==> config.mk <==
export PLATFORM = sky130hd
export DESIGN_NAME = led_pwm_array
export DESIGN_NICKNAME = d
export VERILOG_FILES = /design/src/rtl/led_pkg.sv /design/src/rtl/led_pwm_timebase.sv /design/src/rtl/led_pwm_array.sv
export SDC_FILE = /design/constraint.sdc
export NUM_CORES = 1
export LEC_CHECK = 0
export CORE_UTILIZATION = 60
export DETAILED_ROUTE_END_ITERATION = 12
export PLACE_DENSITY_LB_ADDON = 0.2
export SKIP_LAST_GASP = 1
export SYNTH_ARGS = -nofsm -noshare
export SYNTH_HDL_FRONTEND = slang
export SYNTH_SLANG_ARGS = --single-unit
==> constraint.sdc <==
create_clock -name clk -period 5.7 [get_ports clk]
set_input_delay 1.14 -clock clk [delete_from_list [all_inputs] [get_ports clk]]
set_output_delay 1.14 -clock clk [all_outputs]
set_load 0.01 [all_outputs]
==> src/rtl/led_pkg.sv <==
// Shared definitions for the LED PWM array: channel modes, write-data field
// positions, the per-channel configuration record and the per-channel decode.
package led_pkg;

    typedef enum logic [1:0] {
        LED_OFF   = 2'd0,
        LED_ON    = 2'd1,
        LED_PWM   = 2'd2,
        LED_BLINK = 2'd3
    } led_mode_t;

    localparam int DUTY_LSB     = 0;
    localparam int MODE_LSB     = 8;
    localparam int MAX_PWM_BITS = 8;

    // Duty is stored at the widest supported size; unused upper bits stay 0.
    typedef struct packed {
        led_mode_t                 mode;
        logic [MAX_PWM_BITS-1:0]   duty;
    } led_cfg_t;

    // Decide whether one channel is lit for the given counter and blink phase.
    function automatic logic led_decode(input led_cfg_t cfg,
                                        input logic [MAX_PWM_BITS-1:0] cnt,
                                        input logic blink_phase);
        logic lit;
        lit = 1'b0;
        case (cfg.mode)
            LED_OFF:   lit = 1'b0;
            LED_ON:    lit = 1'b1;
            LED_PWM:   lit = (cnt < cfg.duty);
            LED_BLINK: lit = (cnt < cfg.duty) && !blink_phase;
            default:   lit = 1'b0;
        endcase
        return lit;
    endfunction

endpackage

==> src/rtl/led_pwm_timebase.sv <==
// Shared time base for all LED channels: prescaler, PWM count within a frame
// and a frame counter whose MSB is the blink phase.
// The reset port is active low (reset==0 clears everything).
module led_pwm_timebase #(
    parameter int unsigned PWM_BITS   = 8,
    parameter int unsigned PRESCALE   = 256,
    parameter int unsigned BLINK_BITS = 6
) (
    input  logic                clk,
    input  logic                reset,
    output logic [PWM_BITS-1:0] pwm_cnt,
    output logic                frame_wrap,
    output logic                blink_phase
);

    // A prescale of 1 still needs a one-bit register that simply stays at 0.
    localparam int unsigned      PS_BITS = (PRESCALE > 1) ? $clog2(PRESCALE) : 1;
    localparam logic [PS_BITS-1:0] PS_LAST = PS_BITS'(PRESCALE - 1);

    logic [PS_BITS-1:0]    prescale;
    logic                  tick;
    logic [BLINK_BITS-1:0] frame_cnt;

    assign tick        = (prescale == PS_LAST);
    assign frame_wrap  = tick && (pwm_cnt == '1);
    assign blink_phase = frame_cnt[BLINK_BITS-1];

    // Prescaler: free-running 0..PRESCALE-1, one PWM tick per wrap.
    always_ff @(posedge clk or negedge reset) begin
        if (!reset) begin
            prescale <= '0;
        end else if (tick) begin
            prescale <= '0;
        end else begin
            prescale <= prescale + 1'b1;
        end
    end

    // PWM counter: advances on each tick and wraps naturally at full scale.
    always_ff @(posedge clk or negedge reset) begin
        if (!reset) begin
            pwm_cnt <= '0;
        end else if (tick) begin
            pwm_cnt <= pwm_cnt + 1'b1;
        end
    end

    // Frame counter: one step per PWM frame, drives the blink phase.
    always_ff @(posedge clk or negedge reset) begin
        if (!reset) begin
            frame_cnt <= '0;
        end else if (frame_wrap) begin
            frame_cnt <= frame_cnt + 1'b1;
        end
    end

endmodule

==> src/rtl/led_pwm_array.sv <==
// Multi-channel LED driver with off/on/PWM/blink modes. Writes land in a
// shadow register per channel and are copied to the active set only at a
// frame wrap, so a channel never changes duty mid-frame.
// The reset port is active low (reset==0 clears everything).
module led_pwm_array
    import led_pkg::*;
#(
    parameter int unsigned CHANNELS   = 16,
    parameter int unsigned ADDR_BITS  = 4,
    parameter int unsigned PWM_BITS   = 8,
    parameter int unsigned PRESCALE   = 256,
    parameter int unsigned BLINK_BITS = 6
) (
    input  logic                 clk,
    input  logic                 reset,
    input  logic                 we,
    input  logic [ADDR_BITS-1:0] addr,
    input  logic [15:0]          data,
    output logic [CHANNELS-1:0]  ext_red_led,
    output logic                 frame_start
);

    logic [PWM_BITS-1:0] pwm_cnt;
    logic                frame_wrap;
    logic                blink_phase;
    logic                wrap_q;
    led_cfg_t            wr_cfg;
    logic [CHANNELS-1:0] lit;
    logic                unused_data_bits;

    led_pwm_timebase #(
        .PWM_BITS   (PWM_BITS),
        .PRESCALE   (PRESCALE),
        .BLINK_BITS (BLINK_BITS)
    ) u_timebase (
        .clk         (clk),
        .reset       (reset),
        .pwm_cnt     (pwm_cnt),
        .frame_wrap  (frame_wrap),
        .blink_phase (blink_phase)
    );

    // Only the duty and mode fields of the write data carry meaning.
    assign unused_data_bits = ^data;

    // Unpack the write data into a channel configuration record.
    always_comb begin
        wr_cfg                      = '0;
        wr_cfg.mode                 = led_mode_t'(data[MODE_LSB +: 2]);
        wr_cfg.duty[PWM_BITS-1:0]   = data[DUTY_LSB +: PWM_BITS];
    end

    for (genvar i = 0; i < CHANNELS; i++) begin : g_chan
        led_cfg_t shadow;
        led_cfg_t active;
        logic     hit;

        // Addresses at or above CHANNELS match no channel and are dropped.
        assign hit = we && (addr == ADDR_BITS'(i));

        // Shadow register: the last write before a frame wrap wins.
        always_ff @(posedge clk or negedge reset) begin
            if (!reset) begin
                shadow <= '0;
            end else if (hit) begin
                shadow <= wr_cfg;
            end
        end

        // Active register: reloads at frame wrap; a write in that very cycle bypasses the shadow.
        always_ff @(posedge clk or negedge reset) begin
            if (!reset) begin
                active <= '0;
            end else if (frame_wrap) begin
                active <= hit ? wr_cfg : shadow;
            end
        end

        assign lit[i] = led_decode(active, MAX_PWM_BITS'(pwm_cnt), blink_phase);
    end

    // Output registers; frame_start is the wrap delayed twice so it lines up
    // with the first registered LED value of the new frame.
    always_ff @(posedge clk or negedge reset) begin
        if (!reset) begin
            ext_red_led <= '0;
            wrap_q      <= 1'b0;
            frame_start <= 1'b0;
        end else begin
            ext_red_led <= lit;
            wrap_q      <= frame_wrap;
            frame_start <= wrap_q;
        end
    end

endmodule

==> flow_summary.ini <==
[floorplan]
die-area_um2 = 27900
placementRows = 60
core-area_um2 = 26900
die_h_um = 167
dieWidth_um = 167
initial_utilization_pct = 60.9
boundaryPins = 40

[setup_path]
timing.critical_path.cells = clkdlybuf4s50_1, nor3b_1, nor2b_1, mux2_2, mux2_2
critPathArrivalTime_ns = 3.74
critical_path_class = in -> reg
cp_num_buf_inv = 1
crit_fanout = 10
slowest_stage = nor2b_1
path_common_cell = mux2_2
worstPathRequired_ns = 6.10
crit_family = simple AND/OR/NAND/NOR gates
startpoint_type = primary input
end_kind = flip-flop
slowest_delay_ns = 0.87

[hold_path]
hold_path_class = reg -> reg

[sta]
min_period_ns = 3.35
setup_tns_ns = 0
max_freq_ghz = 0.299
rsz0062_at_grt = no
setup_viol = 0
relSlewSlack_pct = 25.2
finalCritPeriodShare_pct = 58.7
maxSlewViolCount = 0
clock_skew_ns = 0.0172
timing.hold.ws_ns = 0.358
finalHoldViolCount = 0
worstMarginPinSlew_ns = 1.12

[power_and_ir_drop]
ir_worst_vdd_uv = 210
p_leak_nw = 8.48
switching_share_pct = 21.6
p_sw_mw = 1.25
internal_power_mw = 4.51
pwr-share-comb_pct = 7.3
clock_power_share_pct = 42.8
pwr_density_cell_nw_per_um2 = 315
pwr-share-seq_pct = 49.9

[synth]
synth-simple-area-share_pct = 4.29
synth_mux_area_share_pct = 22.2
synth_xor_area_share_pct = 0.856
synth_compound_area_share_pct = 4.60
synth_top_area_share_pct = 55.1
synthFlopType = dfrtp_1
synth_top_area_cell = dfrtp_1
avgSynthCellArea_um2 = 13.3
syn_area_um2 = 16400
synthTopCellsByCount = dfrtp_1, mux2_2, inv_1
seq_area_frac_synth_pct = 55.1
ys_ff_latch = 360
synth.most_common_cell = dfrtp_1
ys_types = 32
synthAdderAreaFrac_pct = 8.79
synth_top_family_by_area = multiplexers
ys_warn_count = 0
synth_fp_nets = 1366
synth-edff-count = 0
synth-async-reset-ratio_pct = 100
synthCells = 1228
netlist_top_cells_area = dfrtp_1, mux2_2, ha_1, inv_1, nor2_1

[clocking]
clock_path_buffers = 3
clock-sinks = 360
cts_root_buf = clkbuf_16
cts_buffers = 38
htreeDepth = 2
cts_tree = yes
cts_resized = 0
postCtsSetupBuffers = 0
cts.clk_slew.worst_paths_ns = 0.06
holdBufCountCts = 0
worstSkewPairLatency_ns = 0.52

[grt]
met1_usage_pct = 32.3
met3_usage_pct = 3.38
grt_pass1_vias = 9901
grt_max_degree = 136
grt_pass1_wl_um = 52700
grt_overflow_total = 0
grt_busiest_layer = met2
grtUsageTotal_pct = 24.3
grtUsageMet2_pct = 41.9
grt_antenna_before_repair = 1

[routing]
wire_per_inst_um = 19.2
vias_per_cell = 5.70
drt_iter0_drc = 465
ant_nets = 0
drtPass1Iterations = 4
wirelength_um = 31600
route.vias.total = 9387
drc = 0

[layout]
finalNetCount = 1416
syn_to_final_growth_pct = 11.9
drive_above_1_share_pct = 31.2
diodes = 0
instances_no_fill = 1648
utilization_pct = 68.1

[place]
gp_congestion = 0.781
dpl.cell_count = 1579
dp_hpwl_um = 18500
io_buffers = 33

[status]
status = complete, no violations

[flow_run]
drv_cap = 0
-- cells in the final DEF (no fill, tap or decap), drive strengths merged, types with 20 or more instances in the layout --
| cell type | count |
|---|---|
| ha | 115 |
| nand4 | 20 |
| clkbuf | 59 |
| clkdlybuf4s50 | 32 |
| inv | 130 |
| dfrtp | 360 |
| o21ai | 35 |
| mux2 | 322 |
| nor2 | 57 |
| a21oi | 31 |
-- area by class of cell --
cell class	count	area, um^2
clock buffer	59	1150
clock inverter	10	121
fill	1957	8570
inverter	128	480
multi-input combinational	702	6660
sequential	360	9010
tap	341	427
timing repair buffer	48	460
-- path summary, 6_finish.rpt --
path                       slack [ns]  depth (start not counted)                   start              endpoint
hold / removal                   0.36                          0                  wrap_q           frame_start
setup reg to reg                 2.70                          6  u_timebase.prescale[0]   g_chan[6].active[5]
hold reg to reg                  0.36                          0                  wrap_q           frame_start
setup / recovery                 2.35                          5                      we   g_chan[3].active[8]
min in group asynchronous        0.60                          1                   reset   g_chan[2].shadow[9]
max in group asynchronous        3.92                          2                   reset  g_chan[12].shadow[3]
-- per-layer routing --
metal	wire [um]	part of all wire [%]	vias up
li1	-	-	4408
met1	14000	44	4792
met2	15800	50	126
met3	1040	3.3	59
met4	733	2.3	2
met5	13	0.041	-
-- power by group through the flow --
| stage | logic, mW | registers, mW | clock network (mW) |
|---|---|---|---|
| floorplan | 0.295 | 2.90 | 0 |
| global placement | 0.407 | 2.91 | 0 |
| detailed placement | 0.430 | 2.92 | 0 |
| CTS | 0.431 | 2.88 | 2.52 |
| global route | 0.473 | 2.90 | 2.62 |
| finish | 0.423 | 2.87 | 2.46 |
-- sequential cells by signal (all words and copies together), names as in the netlist --
signal and cells:
g_chan.shadow 160, g_chan.active 160, u_timebase.frame_cnt 6, u_timebase.prescale 8, u_timebase.pwm_cnt 8, ext_red_led 16
wrap_q 1, frame_start 1
-- metrics by stage --
stage               cell area [um^2]  setup WS, ns  power, mW
finish                         18300          2.35       5.76
global route                   18300          2.15       5.99
CTS                            18300          2.35       5.83
detailed placement             17000          1.80       3.35
global placement               17000          1.85       3.32
floorplan                      16400          3.16       3.19
-- cells by family after synthesis --
logic type | count (synthesis)
buf+inv | 166
mux | 322
compound gates | 117
flops | 360
fa+ha+maj | 115
simple gates | 132
xor+xnor | 16
Note: power is estimated with default switching activity, not from simulation.
